===== config.mk =====
export PLATFORM = sky130hd
export DESIGN_NAME = uart_tx_ctrl_flat
export DESIGN_NICKNAME = d
export VERILOG_FILES = /design/src/rtl/uart_pkg.sv /design/src/rtl/uart_tx_ctrl_if.sv /design/src/rtl/uart_baud_gen.sv /design/src/rtl/uart_tx_ctrl.sv /design/src/flat_wrapper.sv
export SDC_FILE = /design/constraint.sdc
export NUM_CORES = 1
export LEC_CHECK = 0
export BUFFER_PORTS_ARGS = -buffer_cell sky130_fd_sc_hd__buf_2
export CORE_MARGIN = 3
export CORE_UTILIZATION = 50
export DETAILED_ROUTE_END_ITERATION = 10
export HOLD_SLACK_MARGIN = 0.15
export MAX_ROUTING_LAYER = met4
export PLACE_DENSITY = 0.78
export SYNTH_ARGS = -nofsm -noshare
export SYNTH_HDL_FRONTEND = slang
export SYNTH_HIERARCHICAL = 1
export SYNTH_SLANG_ARGS = --single-unit

===== constraint.sdc =====
create_clock -name clk -period 3.2 [get_ports clk]
set_clock_uncertainty 0.15 [all_clocks]
set_input_delay 0.16 -clock clk [delete_from_list [all_inputs] [get_ports clk]]
set_output_delay 0.16 -clock clk [all_outputs]
set_load 0.01 [all_outputs]

===== src/rtl/uart_pkg.sv =====
`default_nettype none
// ---------------------------------------------------------------------------
// uart_pkg
// Shared constants, FSM state type and frame builder for the UART transmit
// controller.
// Contents: FRAME_W, DATA_W, STOP_IDX, PAR_IDX, tx_state_t, build_frame().
// Revision: 1.0 - initial release
// ---------------------------------------------------------------------------
package uart_pkg;

  localparam int FRAME_W  = 11;
  localparam int DATA_W   = 8;
  localparam int STOP_IDX = 10;
  localparam int PAR_IDX  = 9;

  typedef enum logic {
    IDLE = 1'b0,
    SEND = 1'b1
  } tx_state_t;

  // Frame bit 0 leaves the line first: start, data LSB..MSB, parity, stop.
  // With parity disabled the parity slot becomes a second stop bit.
  function automatic logic [FRAME_W-1:0] build_frame(
    input logic [DATA_W-1:0] data,
    input logic              par_en,
    input logic              par_odd
  );
    logic par_bit;
    par_bit = par_en ? (par_odd ? ~^data : ^data) : 1'b1;
    return {1'b1, par_bit, data, 1'b0};
  endfunction

endpackage
`default_nettype wire


===== src/rtl/uart_tx_ctrl_if.sv =====
`default_nettype none
// ---------------------------------------------------------------------------
// uart_tx_ctrl_if
// Byte-offer handshake into the UART transmit controller.
// Signals: tx_valid, tx_data[7:0], par_en, par_odd (producer -> controller),
//          tx_ready (controller -> producer).
// Modports: master (byte producer), slave (controller).
// Revision: 1.0 - initial release
// ---------------------------------------------------------------------------
interface uart_tx_ctrl_if;
  logic                        tx_valid;
  logic [uart_pkg::DATA_W-1:0] tx_data;
  logic                        tx_ready;
  logic                        par_en;
  logic                        par_odd;

  modport master (
    output tx_valid, tx_data, par_en, par_odd,
    input  tx_ready
  );

  modport slave (
    input  tx_valid, tx_data, par_en, par_odd,
    output tx_ready
  );
endinterface
`default_nettype wire


===== src/rtl/uart_baud_gen.sv =====
`default_nettype none
// ---------------------------------------------------------------------------
// uart_baud_gen
// Bit-period counter: counts 0..DIVISOR-1 and wraps, tick marks the last
// cycle of each bit period. clr forces the count back to 0.
// Ports: clk, arst (async, active-high), clr (sync), tick (out).
// Revision: 1.0 - initial release
// ---------------------------------------------------------------------------
module uart_baud_gen #(
  parameter int DIVISOR = 434
) (
  input  logic clk,
  input  logic arst,
  input  logic clr,
  output logic tick
);

  localparam int CNT_W = (DIVISOR > 1) ? $clog2(DIVISOR) : 1;
  localparam logic [CNT_W-1:0] CNT_LAST = CNT_W'(DIVISOR - 1);

  logic [CNT_W-1:0] cnt_q;
  logic [CNT_W-1:0] cnt_d;

  assign tick = (cnt_q == CNT_LAST);

  always_comb begin
    cnt_d = cnt_q + 1'b1;
    if (clr || tick) begin
      cnt_d = '0;
    end
  end

  always_ff @(posedge clk or posedge arst) begin
    if (arst) begin
      cnt_q <= '0;
    end else begin
      cnt_q <= cnt_d;
    end
  end

endmodule
`default_nettype wire


===== src/rtl/uart_tx_ctrl.sv =====
`default_nettype none
// ---------------------------------------------------------------------------
// uart_tx_ctrl
// UART transmit controller. Accepts bytes into a one-frame holding register
// and sequences load/shift/clear of an external 11-bit LSB-first shift
// register, one bit per DIVISOR clocks, frames back-to-back when refilled.
// Ports: clk, arst (async, active-high), srst (sync clear),
//        tx (uart_tx_ctrl_if.slave handshake), sr_rst, sr_ldDat, sr_en,
//        sr_dat[10:0] (shift-register controls), busy, frame_done.
// Revision: 1.0 - initial release
// ---------------------------------------------------------------------------
module uart_tx_ctrl
  import uart_pkg::*;
#(
  parameter int CLK_FREQ_HZ = 50_000_000,
  parameter int BAUD        = 115200,
  parameter int DIVISOR     = CLK_FREQ_HZ / BAUD
) (
  input  logic               clk,
  input  logic               arst,
  input  logic               srst,
  uart_tx_ctrl_if.slave      tx,
  output logic               sr_rst,
  output logic               sr_ldDat,
  output logic               sr_en,
  output logic [FRAME_W-1:0] sr_dat,
  output logic               busy,
  output logic               frame_done
);

  generate
    if (DIVISOR < 2) begin : g_bad_divisor
      $error("uart_tx_ctrl: DIVISOR must be at least 2");
    end
  endgenerate

  localparam logic [3:0] LAST_BIT = 4'(STOP_IDX);

  tx_state_t          state_q, state_d;
  logic [FRAME_W-1:0] hold_q, hold_d;
  logic               hold_full_q, hold_full_d;
  logic [3:0]         bit_cnt_q, bit_cnt_d;

  logic tick;
  logic load;
  logic shift;
  logic done;
  logic accept;

  // The counter idles at 0 outside SEND so the first bit after a load is
  // exactly DIVISOR cycles long.
  uart_baud_gen #(
    .DIVISOR (DIVISOR)
  ) u_baud_gen (
    .clk  (clk),
    .arst (arst),
    .clr  (srst || load || (state_q == IDLE)),
    .tick (tick)
  );

  assign tx.tx_ready = !hold_full_q && !srst;
  assign accept      = tx.tx_valid && tx.tx_ready;

  always_comb begin
    state_d     = state_q;
    hold_d      = hold_q;
    hold_full_d = hold_full_q;
    bit_cnt_d   = bit_cnt_q;
    load        = 1'b0;
    shift       = 1'b0;
    done        = 1'b0;

    if (srst) begin
      state_d     = IDLE;
      hold_d      = '1;
      hold_full_d = 1'b0;
      bit_cnt_d   = '0;
    end else begin
      case (state_q)
        IDLE: begin
          if (hold_full_q) begin
            load      = 1'b1;
            bit_cnt_d = '0;
            state_d   = SEND;
          end
        end
        SEND: begin
          if (tick) begin
            if (bit_cnt_q < LAST_BIT) begin
              shift     = 1'b1;
              bit_cnt_d = bit_cnt_q + 4'd1;
            end else begin
              // End of stop bit: chain straight into the next frame if one
              // is waiting, so the line has no idle gap.
              done      = 1'b1;
              bit_cnt_d = '0;
              if (hold_full_q) begin
                load = 1'b1;
              end else begin
                state_d = IDLE;
              end
            end
          end
        end
        default: state_d = IDLE;
      endcase

      // A load empties the holding register; an accept in the same cycle
      // refills it, so accept takes priority.
      if (load) begin
        hold_full_d = 1'b0;
      end
      if (accept) begin
        hold_d      = build_frame(tx.tx_data, tx.par_en, tx.par_odd);
        hold_full_d = 1'b1;
      end
    end
  end

  always_ff @(posedge clk or posedge arst) begin
    if (arst) begin
      state_q     <= IDLE;
      hold_q      <= '1;
      hold_full_q <= 1'b0;
      bit_cnt_q   <= '0;
    end else begin
      state_q     <= state_d;
      hold_q      <= hold_d;
      hold_full_q <= hold_full_d;
      bit_cnt_q   <= bit_cnt_d;
    end
  end

  assign sr_rst     = srst;
  assign sr_ldDat   = load;
  assign sr_en      = shift;
  assign sr_dat     = load ? hold_q : '1;
  assign frame_done = done;
  assign busy       = (state_q == SEND) || hold_full_q;

endmodule
`default_nettype wire


===== src/flat_wrapper.sv =====
// flat-port wrapper written by rule: the top's interface ports become plain ports
module uart_tx_ctrl_flat import uart_pkg::*;
#(
  parameter int CLK_FREQ_HZ = 50_000_000,
  parameter int BAUD        = 115200,
  parameter int DIVISOR     = CLK_FREQ_HZ / BAUD
)
  (clk, arst, srst, sr_rst, sr_ldDat, sr_en, sr_dat, busy, frame_done, tx_tx_valid, tx_tx_data, tx_par_en, tx_par_odd, tx_tx_ready);
  uart_tx_ctrl_if tx_i ();
  input  logic clk;
  input  logic arst;
  input  logic srst;
  output logic sr_rst;
  output logic sr_ldDat;
  output logic sr_en;
  output logic [FRAME_W-1:0] sr_dat;
  output logic busy;
  output logic frame_done;
  input wire logic [$bits(tx_i.tx_valid)-1:0] tx_tx_valid;
  input wire logic [$bits(tx_i.tx_data)-1:0] tx_tx_data;
  input wire logic [$bits(tx_i.par_en)-1:0] tx_par_en;
  input wire logic [$bits(tx_i.par_odd)-1:0] tx_par_odd;
  output wire logic [$bits(tx_i.tx_ready)-1:0] tx_tx_ready;
  assign tx_i.tx_valid = tx_tx_valid;
  assign tx_i.tx_data = tx_tx_data;
  assign tx_i.par_en = tx_par_en;
  assign tx_i.par_odd = tx_par_odd;
  assign tx_tx_ready = tx_i.tx_ready;
  uart_tx_ctrl #(.CLK_FREQ_HZ(CLK_FREQ_HZ), .BAUD(BAUD), .DIVISOR(DIVISOR)) u_core (.clk(clk), .arst(arst), .srst(srst), .tx(tx_i), .sr_rst(sr_rst), .sr_ldDat(sr_ldDat), .sr_en(sr_en), .sr_dat(sr_dat), .busy(busy), .frame_done(frame_done));
endmodule

Word level (Yosys, flattened, before mapping) --
Index checks and enable logic that the tools add are counted.
Storage, ports and cells: register bits 26, memory bits (read-only) 0, memories 0, output and inout port bits 17, bits in latches 0, bits in writable memories 0
Cells by class: $mul 0, reduce and logical (&&, ||, !) cells 13, mux-type cells 32, equal/unequal tests 3, shifts and indexed selects 0, divide/modulo/power cells 0, bitwise logic cells 1, add/subtract/negate cells 2, order comparisons 1
Operators by type and width (count):
- two-way mux 11 bit | 3
- two-way mux 1 bit | 21
- two-way mux 4 bit | 4
- adder 9 x 1 -> 9 bit, second input constant | 1
- == test 9 bit, second input constant | 1
- two-way mux 9 bit | 1
- one-hot mux 4 bit (2 select lines) | 1
- XNOR reduction 8 bit | 1
- parity 8 bit | 1
- adder 4 x 1 -> 4 bit, second input constant | 1
- logical OR 1 bit | 4
- < comparator 4 bit, second input constant | 1
- one-hot mux 1 bit (2 select lines) | 2
- != test 3 x 2 -> 1 bit, second input constant | 1
- != test 3 bit, second input constant | 1
- nonzero test 3 bit | 1
- logical AND 1 bit | 2
- zero test 1 bit | 2
- AND reduction 2 bit | 1
- nonzero test 2 bit | 1
- inverter 1 bit | 1

Longest topological paths before layout --
Gate-level depths: netlist of run 1.
word-level depth 10, mapped depth 10

Modules after synthesis --
Netlist of run 1, hierarchy kept.
By module, submodules not included:
- uart_tx_ctrl | cells an instance 96, sequential area each 412.9 sq um, area each 962.2 sq um, instances 1
- uart_baud_gen | cells an instance 49, sequential area each 225.2 sq um, area each 489.2 sq um, instances 1

Worst setup path after synthesis of run 1 --
OpenSTA, ideal clock, no wires.
kind reg-to-output, start register u_core.u_baud_gen.cnt_q[2], end output sr_dat[1], data arrival time 1.691 ns, path buffers 1, required time 2.890 ns, slack 1.199 ns, cell stages (with the launch flop) 7, cell sequence dfrtp_1 or3_4 nor3_1 nand2_1 a211oi_2 buf_4 nand2b_1
On the way: word-level cells in the longest chain between the ends 6
RTL lines:
- from (decl) | line uart_baud_gen.sv:21 | logic [CNT_W-1:0] cnt_q;
- from (signal assigned) | line uart_baud_gen.sv:37 | cnt_q <= cnt_d;
- == test 9 bit | line uart_baud_gen.sv:24 | assign tick = (cnt_q == CNT_LAST);
- via u_core.tick | line uart_tx_ctrl.sv:44 | logic tick;
- two-way mux 1 bit | line uart_tx_ctrl.sv:88 | if (tick) begin
- one-hot mux 1 bit (2 select lines) | line uart_tx_ctrl.sv:79 | case (state_q)
- two-way mux 1 bit (2 in a row) | line uart_tx_ctrl.sv:73 | if (srst) begin
- via sr_ldDat | line flat_wrapper.sv:14 | output logic sr_ldDat;
- two-way mux 11 bit | line uart_tx_ctrl.sv:137 | assign sr_dat = load ? hold_q : '1;
- to (decl) | line flat_wrapper.sv:16 | output logic [FRAME_W-1:0] sr_dat;
The timed path passes the listed nets, and every way through them passes these cells. The select of a mux whose other input is x is not followed.

Worst setup path in the final report of run 1 --
start register u_core.u_baud_gen.cnt_q[2], end output sr_dat[9]
On the way: word-level cells in the longest chain between the ends 6
RTL lines (line):
- == test 9 bit | uart_baud_gen.sv:24
- via u_core.tick | uart_tx_ctrl.sv:44
- two-way mux 1 bit | uart_tx_ctrl.sv:88
- one-hot mux 1 bit (2 select lines) | uart_tx_ctrl.sv:79
- two-way mux 1 bit (2 in a row) | uart_tx_ctrl.sv:73
- two-way mux 11 bit | uart_tx_ctrl.sv:137
The timed path passes the listed nets, and every way through them passes these cells. The select of a mux whose other input is x is not followed.

==> metrics.txt, run 1 <==
I/O Buffers=29; I/O pin cnt=31; Cells after Synth=145; CTS Buf Count=3; Hold Buf Count CTS=11; #FFs+latches synth=25; vias post-DR=1167; FF-to-FF setup slack=1.05 ns; fin. max-slew vios=0; H-tree levels=1; worst path cell trace=or3_4, nor3_1, nand2_1, a211oi_2, nand2b_1, buf_2; Clk Tree Root Cell=clkbuf_4; Initial Util=55.6%; vias in the first global route=1193; Skew-Pair Late Insertion Delay=0.31 ns; Net Sw Power=0.000152 W; Avg Cell Area, Syn=10.0 sq um; Yosys warning count=6; syn nets=162; Clock Pin Slew Worst Setup and Hold Paths=0.13 ns; Comb power frac=18.0%; Finished Layout Cells=213; dominant cell type by area after synthesis=dfrtp_1; site row count=18; Final Power=0.000590 W; antenna violations before repair=0; Final Net Count=201; Hold Fails Final Rpt=0; Data arrival, critical path=2.54 ns; CTS tree=built; Hold WC Path Type=primary input to async pin; Power Dens Cells=340 nW/um^2; Final setup viols=0; Inserted Diodes=0; Post-CTS Repair Setup Buffers=0; Cell Area, Synth=1450 sq um; Critical Path Fanout Max=11; die footprint=3590 sq um; R2R depth=8; share of cells above drive strength 1=27.9%; Via density=5.48; leading cell types in the layout, fill and taps excluded=buf_2 (29), dfrtp_1 (15), nand2b_1 (13), nor2_1 (13), dlygate4sd3_1 (11); VDD IR-drop max=0.271 mV; Place WS=0.745 ns; commonest non-fill, non-tap cell in the layout=buf_2; Max Freq=350 MHz; WP data required=2.89 ns; routed wl met3=116 um; placer congestion estimate=0.879; final worst-path cycle share=89.2%; Wirelength per Cell=13.3 um; Sw Share=25.7%; Critical Path Max Stage Delay=0.65 ns; post_cts resized=0; Die Span X=59.9 um; ANT nets after route=0; Crit-path slowest cell=a211oi_2; Seq pwr share=58.7%; Area contributors post-synth=dfrtp_1 (26%), dfstp_2 (18%), nand2b_1 (5.6%), a211o_1 (4.8%), nor2b_1 (3.9%); wire length on met1=1.26 mm; Int Pwr=0.000438 W; Reg-to-Reg Start=u_core/u_baud_gen/cnt_q[2]; DRT Pass-1 Iters=4; largest net degree at the start of global routing=22; WS Path Type=flop to output pin; Clock Tree Buf Depth=2; Layout area overhead=19.5%; register area share after synthesis=44.0%; TNS Setup=0 ns; max_cap viols=0; grt ovf=0; final wirelength=2.84 mm; Inst Count DP=198; Synth top area share=25.9%; max layer used=met4; RR Endpoint=u_core/u_baud_gen/cnt_q[2]; Final Worst Setup Slack=0.347 ns; Die Height=59.9 um; outcome=finished, final reports clean; Initial DRC Count=52; RSZ-0062 raised after global routing=no; Clk pwr share=23.4%; Clock Sinks=25; Crit. End Element=output pin; DR DRC count=0; Worst Max-Slew Pin Slew=0.687 ns; GRT Overall Usage=18.5%; first-pass GRT wire length=4.94 mm; Setup crit start kind=flop; P_leak=0.752 nW; Synth cell types=42; Slew HR=54.1%; met2 WL=1.41 mm; HPWL Detailed=2.04 mm; core footprint=2610 sq um; minimum clock period=2.85 ns
power by group through the flow:
stage	combinational, W	sequential [W]	clock, W
floorplan	0.0000724	0.000349	0
global placement	0.0000926	0.000351	0
detailed placement	0.0000955	0.000351	0
CTS	0.000106	0.000346	0.000144
global route	0.000118	0.000348	0.000153
finish	0.000106	0.000346	0.000138
worst max-delay path: cells and delay by family, from the launching register on:
kind | cells | cell delay, ns
DFF | 1 | 0.47
AOI/OAI and AO/OA | 1 | 0.65
and+or+nand+nor | 4 | 0.94
buffers and inverters | 1 | 0.17
logic make-up after synthesis:
family | after synthesis | synth area share [%]
mux | 1 | 1.03
buf+inv | 16 | 5.43
other cells | 1 | 0.258
simple gates | 62 | 23.8
flops | 25 | 44.0
fa+ha+maj | 3 | 2.59
compound gates | 29 | 16.2
xor+xnor | 8 | 6.72
Yosys cell counts, drive strengths merged:
master / number
o31ai: 1
or3b: 1
nand2b: 13
mux2: 1
xor2: 2
clkbuf: 2
nand4: 2
or3: 3
o21bai: 1
or4: 1
nand4b: 1
a211o: 8
nor2: 13
o211ai: 1
a21o: 1
nor3: 3
xnor3: 2
dfstp: 10
a211oi: 2
o311ai: 1
dfrtp: 15
a31oi: 4
ha: 3
or2: 2
nor4bb: 1
xnor2: 4
o21ai: 5
nand3: 4
nand2: 9
inv: 9
conb: 1
buf: 5
a41oi: 1
o21a: 1
a21oi: 2
nor2b: 9
o221ai: 1
through the flow:
step | util [%] | area, sq um | hold slack, ns
final | 66.4 | 1730 | 0.187
after global routing | 66.4 | 1730 | 0.212
after CTS | 66.4 | 1730 | 0.183
after detailed placement | 61.1 | 1600 | -0.00761
after global placement | 61.1 | 1600 | -0.00336
after floorplan | - | 1450 | -0.162
registers in the layout, indices dropped and copies added (netlist names):
name and cells:
u_core/hold_full_q 1, u_core/u_baud_gen/cnt_q 9, u_core/state_q 1, u_core/hold_q 10
u_core/bit_cnt_q 4
metal layers:
metal | track usage [%] | up-vias
met5 | - | -
met4 | 7.91 | 0
met3 | 3.24 | 6
met2 | 31.3 | 28
met1 | 21.3 | 555
li1 | - | 578
cell type report:
class / instances / area (sq um)
tap: 30 / 37.5
timing repair buffer: 41 / 263
sequential: 25 / 638
fill: 211 / 878
clock buffer: 3 / 22.5
clock inverter: 1 / 5.00
multi-input combinational: 104 / 734
inverter: 9 / 33.8
worst max-delay path by stage:
stage | startpoint | endpoint | cells past startpoint
after floorplan | u_core/u_baud_gen/cnt_q[2] | sr_dat[1] | 6
after global placement | u_core/u_baud_gen/cnt_q[2] | sr_dat[1] | 6
after detailed placement | u_core/u_baud_gen/cnt_q[2] | sr_dat[8] | 6
after CTS | u_core/u_baud_gen/cnt_q[2] | sr_dat[8] | 6
after global routing | u_core/u_baud_gen/cnt_q[1] | sr_dat[7] | 8
final | u_core/u_baud_gen/cnt_q[2] | sr_dat[9] | 6
No activity file was read; power rests on OpenSTA's default activity.
==> run 2: changes to the inputs <==
- ABC_AREA: default -> 1
- CORE_UTILIZATION: 50 -> 54
- PLACE_DENSITY: 0.78 -> 0.83
- clock period: 3.2 -> 3 ns (I/O delays scaled with it)
==> metrics.txt, run 2 <==
Final Net Count=270 (was 201); crit path buf inv count=2 (was 1); CTS tree=built (unchanged); Critical Path Max Stage Delay=0.47 ns (was 0.65 ns); WS Path Type=flop to output pin (unchanged); Final Worst Setup Slack=0.649 ns (was 0.347 ns); Synth Area in Compound Gates=8.31% (was 16.2%); Clk Tree Root Cell=clkbuf_4 (unchanged); TNS Setup=0 ns (unchanged); Synth cell types=26 (was 42); Data arrival, critical path=2.05 ns (was 2.54 ns); Wirelength per Cell=11.9 um (was 13.3 um); Initial Util=58.6% (was 55.6%); Skew-Pair Late Insertion Delay=0.31 ns (about the same); Critical Path Fanout Max=10 (was 11); P_leak=0.960 nW (was 0.752 nW); Post-synth EDFFs=0 (unchanged); Hold Fails Final Rpt=0 (unchanged); I/O Buffers=29 (unchanged); Max Freq=425 MHz; Clock Sinks=25 (unchanged); final wirelength=3.36 mm (was 2.84 mm); ANT nets after route=0 (unchanged); RSZ-0062 raised after global routing=no (unchanged); Cell Area, Synth=1510 sq um (was 1450 sq um); outcome=finished, final reports clean (unchanged); vias post-DR=1369 (was 1167); vias in the first global route=1334 (was 1193); Inserted Diodes=0 (unchanged); Final setup viols=0 (unchanged); VDD IR-drop max=0.239 mV (was 0.271 mV); Die Height=58.8 um (was 59.9 um); Initial DRC Count=53 (was 52); Clock Tree Buf Depth=2 (unchanged); Crit. End Element=output pin (unchanged); first-pass GRT wire length=5.74 mm (was 4.94 mm); leading cell types in the layout, fill and taps excluded=nand2_1 (57), inv_1 (38), buf_2 (29), nor2_1 (24), dlygate4sd3_1 (21) (was buf_2 (29), dfrtp_1 (15), nand2b_1 (13), nor2_1 (13), dlygate4sd3_1 (11)); site row count=18 (unchanged); Setup crit start kind=flop (unchanged); #FFs+latches synth=25 (unchanged); Die Span X=58.8 um (was 59.9 um); WP data required=2.70 ns (was 2.89 ns); HPWL Detailed=2.19 mm (was 2.04 mm); top_reg_cell synth=dfrtp_1 (unchanged); die footprint=3460 sq um (was 3590 sq um); Worst Max-Slew Pin Slew=0.624 ns (was 0.687 ns); adder-cell area share of the yosys netlist=2.49% (was 2.59%); H-tree levels=1 (unchanged); Synth Area in Simple Gates=30.7% (was 23.8%); worst path cell trace=ha_1, nand2_1, nor2_1, nand2_1, inv_1, nand2_1, nand2_2, nand2_2, nor2_4, nand2_1, buf_2 (was or3_4, nor3_1, nand2_1, a211oi_2, nand2b_1, buf_2); Synth top area share=24.9% (was 25.9%); top flop regs=u_core/hold_q x10, u_core/u_baud_gen/cnt_q x9, u_core/bit_cnt_q x4 (unchanged); I/O pin cnt=31 (unchanged); share of cells above drive strength 1=24.6% (was 27.9%); Clock Pin Slew Worst Setup and Hold Paths=0.13 ns (about the same); main combinational cell family by area after synthesis=simple AND/OR/NAND/NOR gates (unchanged); syn nets=218 (was 162); Layout area overhead=26.1% (was 19.5%); Top cell by count, worst path=nand2_1; GRT Overall Usage=22.2% (was 18.5%); commonest non-fill, non-tap cell in the layout=nand2_1 (was buf_2); Cell Area, Placed=1660 sq um (was 1600 sq um); Final Power=0.000653 W (was 0.000590 W); register name with the most flops=u_core/hold_q (unchanged); Area contributors post-synth=dfrtp_1 (25%), dfstp_2 (17%), nand2_1 (14%), inv_1 (9.5%), nor2_1 (6.0%) (was dfrtp_1 (26%), dfstp_2 (18%), nand2b_1 (5.6%), a211o_1 (4.8%), nor2b_1 (3.9%)); grt ovf=0 (unchanged); Crit-path slowest cell=dfrtp_1 (was a211oi_2); Slew HR=58.4% (was 54.1%); register area share after synthesis=42.4% (was 44.0%); Hold WC Path Type=primary input to async pin (unchanged); post_cts resized=0 (unchanged); minimum clock period=2.35 ns; top cells by count, synth=nand2_1 (57), inv_1 (38), nor2_1 (24) (was dfrtp_1 (15), nand2b_1 (13), nor2_1 (13)); Cells after Synth=201 (was 145); max_cap viols=0 (unchanged); number of flip-flops in the largest register=10 (unchanged); fill count=188 (was 211); Via density=4.85 (was 5.48); Post-Synth XOR/XNOR Area=3.49% (was 6.72%); DR DRC count=0 (unchanged); core footprint=2570 sq um (was 2610 sq um); final instance area=1900 sq um (was 1730 sq um); fraction of registers with async set/reset=100% (unchanged); cell family with most CP delay=simple AND/OR/NAND/NOR gates (unchanged); Power Dens Cells=344 nW/um^2 (was 340 nW/um^2); multiplexer share of the synthesized area=0% (was 1.03%); DRT Pass-1 Iters=4 (unchanged); Yosys warning count=6 (unchanged); placer congestion estimate=0.815 (was 0.879); largest net degree at the start of global routing=17 (was 22); Place WS=0.995 ns (was 0.745 ns); dominant cell type by area after synthesis=dfrtp_1 (unchanged); fin. max-slew vios=0 (unchanged); CTS Buf Count=3 (unchanged); Avg Cell Area, Syn=7.49 sq um (was 10.0 sq um); final worst-path cycle share=78.4%; antenna violations before repair=0 (unchanged); most frequent cell after synthesis=nand2_1 (was dfrtp_1)
==> run 2: worst paths after layout <==
kind                                       startpoint                         end  slack (ns)  cells after the start
setup / recovery           u_core/u_baud_gen/cnt_q[0]                   sr_dat[6]        0.65                     11
hold / removal                                   arst  u_core/u_baud_gen/cnt_q[3]        0.18                      3
setup reg to reg           u_core/u_baud_gen/cnt_q[0]  u_core/u_baud_gen/cnt_q[4]        1.09                     12
hold reg to reg                      u_core/hold_q[3]            u_core/hold_q[3]        0.34                      2
max in group asynchronous                        arst              u_core/state_q        2.01                      3
min in group clk                     u_core/hold_q[3]            u_core/hold_q[3]        0.34                      2
==> run 2: logic make-up (layout without fill, tap and decap cells) <==
group / count (synthesis) / count (layout)
buffers and inverters: 45 / 96
other: 1 / 1
AND/OR/NAND/NOR: 103 / 103
adder cells (fa/ha/maj): 3 / 3
flip-flops: 25 / 25
AO/OA/AOI/OAI: 18 / 18
XOR/XNOR: 6 / 6
==> run 2: area by class of cell <==
type	count	area, sq um	share of cell area [%]
Inverter	42	160	8.44
Sequential cell	25	638	33.6
Timing Repair Buffer	50	355	18.7
Multi-Input combinational cell	131	681	35.9
Tap cell	30	37.5	1.98
Clock buffer	4	26.3	1.38
==> run 2: worst register-to-register path: cells and delay by family, from the launching register on <==
| kind | cells | cell delay [ns] |
|---|---|---|
| flip-flops | 1 | 0.47 |
| buffers and inverters | 2 | 0.20 |
| AND/OR/NAND/NOR | 9 | 0.81 |
| adder cells (fa/ha/maj) | 1 | 0.17 |
==> run 2: report_power, final <==
| group | internal [W] | switching [W] | total, W |
|---|---|---|---|
| Sequential | 0.000359 | 0.00000756 | 0.000367 |
| Combinational | 0.0000580 | 0.0000807 | 0.000139 |
| Clock | 0.0000519 | 0.0000960 | 0.000148 |
==> run 2: what timing repair did <==
item	4_1_cts	5_1_grt
buffers inserted	0	0
endpoints found under the setup margin	0	0
hold buffers	21	0
endpoints found under the hold margin	37	0
==> run 2: metrics by stage <==
stage / util (%) / std cells / hold slack, ns
floorplan: - / 201 / -0.172
global placement: 64.7 / 257 / -0.0201
detailed placement: 64.7 / 257 / -0.0139
CTS: 73.9 / 282 / 0.184
global route: 73.9 / 282 / 0.202
finish: 73.9 / 282 / 0.184
==> run 2: per-layer routing <==
metal	part of all wire, %	track usage, %	up-vias
met5	0	-	-
met4	1.8	8.74	0
met3	5.0	2.85	6
met2	50	37.4	55
met1	43	26.9	610
li1	-	-	698
==> run 3: changes to the inputs <==
- ABC_AREA: 1 -> 0
- CORE_UTILIZATION: 54 -> 48
- PLACE_DENSITY: 0.83 -> 0.78
- clock period: 3 -> 2.1 ns (I/O delays scaled with it)
==> metrics.txt, run 3 (synthesis gave the netlist of run 1 again) <==
vias in the first global route=1214 (was 1334); ANT nets after route=0 (unchanged); WP data required=1.85 ns (was 2.70 ns); Via density=5.33 (was 4.85); fin. max-slew vios=0 (unchanged); final wirelength=3.22 mm (was 3.36 mm); Place WS=0.0316 ns (was 0.995 ns); RR Endpoint=u_core/hold_q[4] (was u_core/u_baud_gen/cnt_q[4]); DRT Pass-1 Iters=4 (unchanged); Hold WC Path Type=primary input to flop (was primary input to async pin); Int Pwr=0.000695 W (was 0.000469 W); Seq pwr share=56.7% (was 56.1%); GRT Overall Usage=19.7% (was 22.2%); failing checks=setup timing; Layout area overhead=36.2% (was 26.1%); grt ovf=0 (unchanged); outcome=finished, violations left (was finished, final reports clean); Skew-Pair Late Insertion Delay=0.31 ns (about the same); final worst-path cycle share=106%; fill count=202 (was 188); commonest non-fill, non-tap cell in the layout=buf_2 (was nand2_1); site row count=19 (was 18); Die Span X=61.0 um (was 58.8 um); antenna violations before repair=0 (unchanged); top flop regs=u_core/hold_q x10, u_core/u_baud_gen/cnt_q x9, u_core/bit_cnt_q x4 (unchanged); FF-to-FF setup slack=0.14 ns (was 1.09 ns); Clock Sinks=25 (unchanged); Sw Share=25.3% (was 28.2%); first-pass GRT wire length=5.28 mm (was 5.74 mm); Initial Util=51.3% (was 58.6%); Clk Tree Root Cell=clkbuf_4 (unchanged); HPWL Detailed=2.17 mm (was 2.19 mm); Clk pwr share=22.4% (was 22.6%); I/O Buffers=29 (unchanged); Hold Fails Final Rpt=0 (unchanged); Clock Pin Slew Worst Setup and Hold Paths=0.13 ns (about the same); Worst Max-Slew Pin Slew=0.590 ns (was 0.624 ns); minimum clock period=2.23 ns; Data arrival, critical path=1.97 ns (was 2.05 ns); Clock Tree Buf Depth=2 (unchanged); Power Dens Cells=471 nW/um^2 (was 344 nW/um^2); VDD IR-drop max=0.328 mV (was 0.239 mV); Crit. End Element=output pin (unchanged); I/O pin cnt=31 (unchanged); H-tree levels=1 (unchanged); CTS tree=built (unchanged); Final setup viols=12 (was 0); share of cells above drive strength 1=33.8% (was 24.6%); largest net degree at the start of global routing=22 (was 17); Final Net Count=225 (was 270); Comb power frac=21.0% (was 21.2%); Wirelength per Cell=13.5 um (was 11.9 um); placer congestion estimate=0.825 (was 0.815); core footprint=2830 sq um (was 2570 sq um); Final Power=0.000930 W (was 0.000653 W); R2R depth=5 (was 12); Die Height=61.0 um (was 58.8 um); hold endpoint=u_core/hold_q[9]; CTS Buf Count=3 (unchanged); RSZ-0062 raised after global routing=yes (was no); Hold Startpoint=tx_par_odd; Slew HR=60.6% (was 58.4%); DR DRC count=0 (unchanged); max_cap viols=0 (unchanged); Reg-to-Reg Start=u_core/hold_full_q (was u_core/u_baud_gen/cnt_q[0]); number of flip-flops in the largest register=10 (unchanged); Initial DRC Count=48 (was 53); WS Path Type=flop to output pin (unchanged); P_leak=0.855 nW (was 0.960 nW); Hold Path Stages=4; Setup crit start kind=flop (unchanged); Inserted Diodes=0 (unchanged); Critical Path Fanout Max=6 (was 10); Net Sw Power=0.000235 W (was 0.000184 W); die footprint=3720 sq um (was 3460 sq um); Final Worst Setup Slack=-0.126 ns (was 0.649 ns); Max Freq=449 MHz; register name with the most flops=u_core/hold_q (unchanged); leading cell types in the layout, fill and taps excluded=buf_2 (28), dlygate4sd3_1 (21), buf_4 (15), dfrtp_1 (15), nand2b_1 (13) (was nand2_1 (57), inv_1 (38), buf_2 (29), nor2_1 (24), dlygate4sd3_1 (21)); vias post-DR=1268 (was 1369)
run 3: cell types whose count changed in the layout (fill, tap and decap cells not counted), sizes merged, moves of 3 or more:
| cell | delta |
|---|---|
| nor3 | +3 |
| nand2b | +13 |
| a211o | +8 |
| nor2b | +9 |
| nand2 | -53 |
| buf | +15 |
| nor2 | -20 |
| a21oi | -3 |
| inv | -33 |
| a31oi | +3 |
| or3 | +3 |
| nand3 | -4 |
| a22oi | -6 |
run 3: critical path: stages (launching register included):
cell and delay (ns):
dfrtp_1 0.40, or3_4 0.41, nor3_4 0.15, nand2_2 0.10, a211oi_4 0.24, buf_4 0.18
nand2b_1 0.06, buf_2 0.14
run 3: cell type report:
type,count,area (sq um),area share [%]
Inverter,9,33.8,1.71
Timing Repair Buffer,65,474,24.0
Tap cell,31,38.8,1.96
Multi-Input combinational cell,104,766,38.7
Sequential cell,25,638,32.3
Clock buffer,4,26.3,1.33
run 3: routing by layer:
layer  routed length (um)  share of wire, %  up-vias  GRT usage, %
met5                    0                 0        -             -
met2                 1770                55       23          35.1
met3                   95               2.9        4          2.98
li1                     -                 -      623             -
met4                   29              0.90        0          6.50
met1                 1330                41      618          22.5
run 3: what timing repair did:
item | CTS | global route
setup endpoints to repair | 12 | 13
pin swaps | 3 | 0
gates cloned | 1 | 0
hold buffers | 21 | 0
gates resized for setup | 6 | 5
hold endpoints to repair | 37 | 0
setup buffers | 4 | 2
run 3: worst max-delay path by stage:
| stage | end | slack, ns | from |
|---|---|---|---|
| 2_1_floorplan | sr_dat[1] | 0.15 | u_core/u_baud_gen/cnt_q[2] |
| 3_3_place_gp | sr_dat[1] | 0.11 | u_core/u_baud_gen/cnt_q[6] |
| 3_5_place_dp | sr_dat[4] | 0.03 | u_core/u_baud_gen/cnt_q[6] |
| 4_1_cts | sr_dat[4] | -0.12 | u_core/u_baud_gen/cnt_q[6] |
| 5_1_grt | sr_dat[8] | -0.24 | u_core/u_baud_gen/cnt_q[6] |
| 6_report | sr_dat[8] | -0.13 | u_core/u_baud_gen/cnt_q[6] |
run 3: power by group through the flow:
stage | Sequential (W) | Clock [W] | Combinational [W]
final | 0.000527 | 0.000208 | 0.000195
after global routing | 0.000530 | 0.000248 | 0.000213
after CTS | 0.000527 | 0.000215 | 0.000188
after detailed placement | 0.000536 | 0 | 0.000148
after global placement | 0.000534 | 0 | 0.000142
after floorplan | 0.000531 | 0 | 0.000110
run 3: through the flow:
step / std cells / TNS (ns) / area, sq um / utilization, % / hold slack, ns
after global placement: 206 / 0 / 1650 / 58.3 / -0.0631
after floorplan: 145 / 0 / 1450 / - / -0.217
after CTS: 236 / -1.28 / 1940 / 68.6 / 0.188
final: 238 / -1.27 / 1980 / 69.9 / 0.200
after global routing: 238 / -2.61 / 1980 / 69.9 / 0.199
after detailed placement: 206 / 0 / 1650 / 58.3 / -0.0539
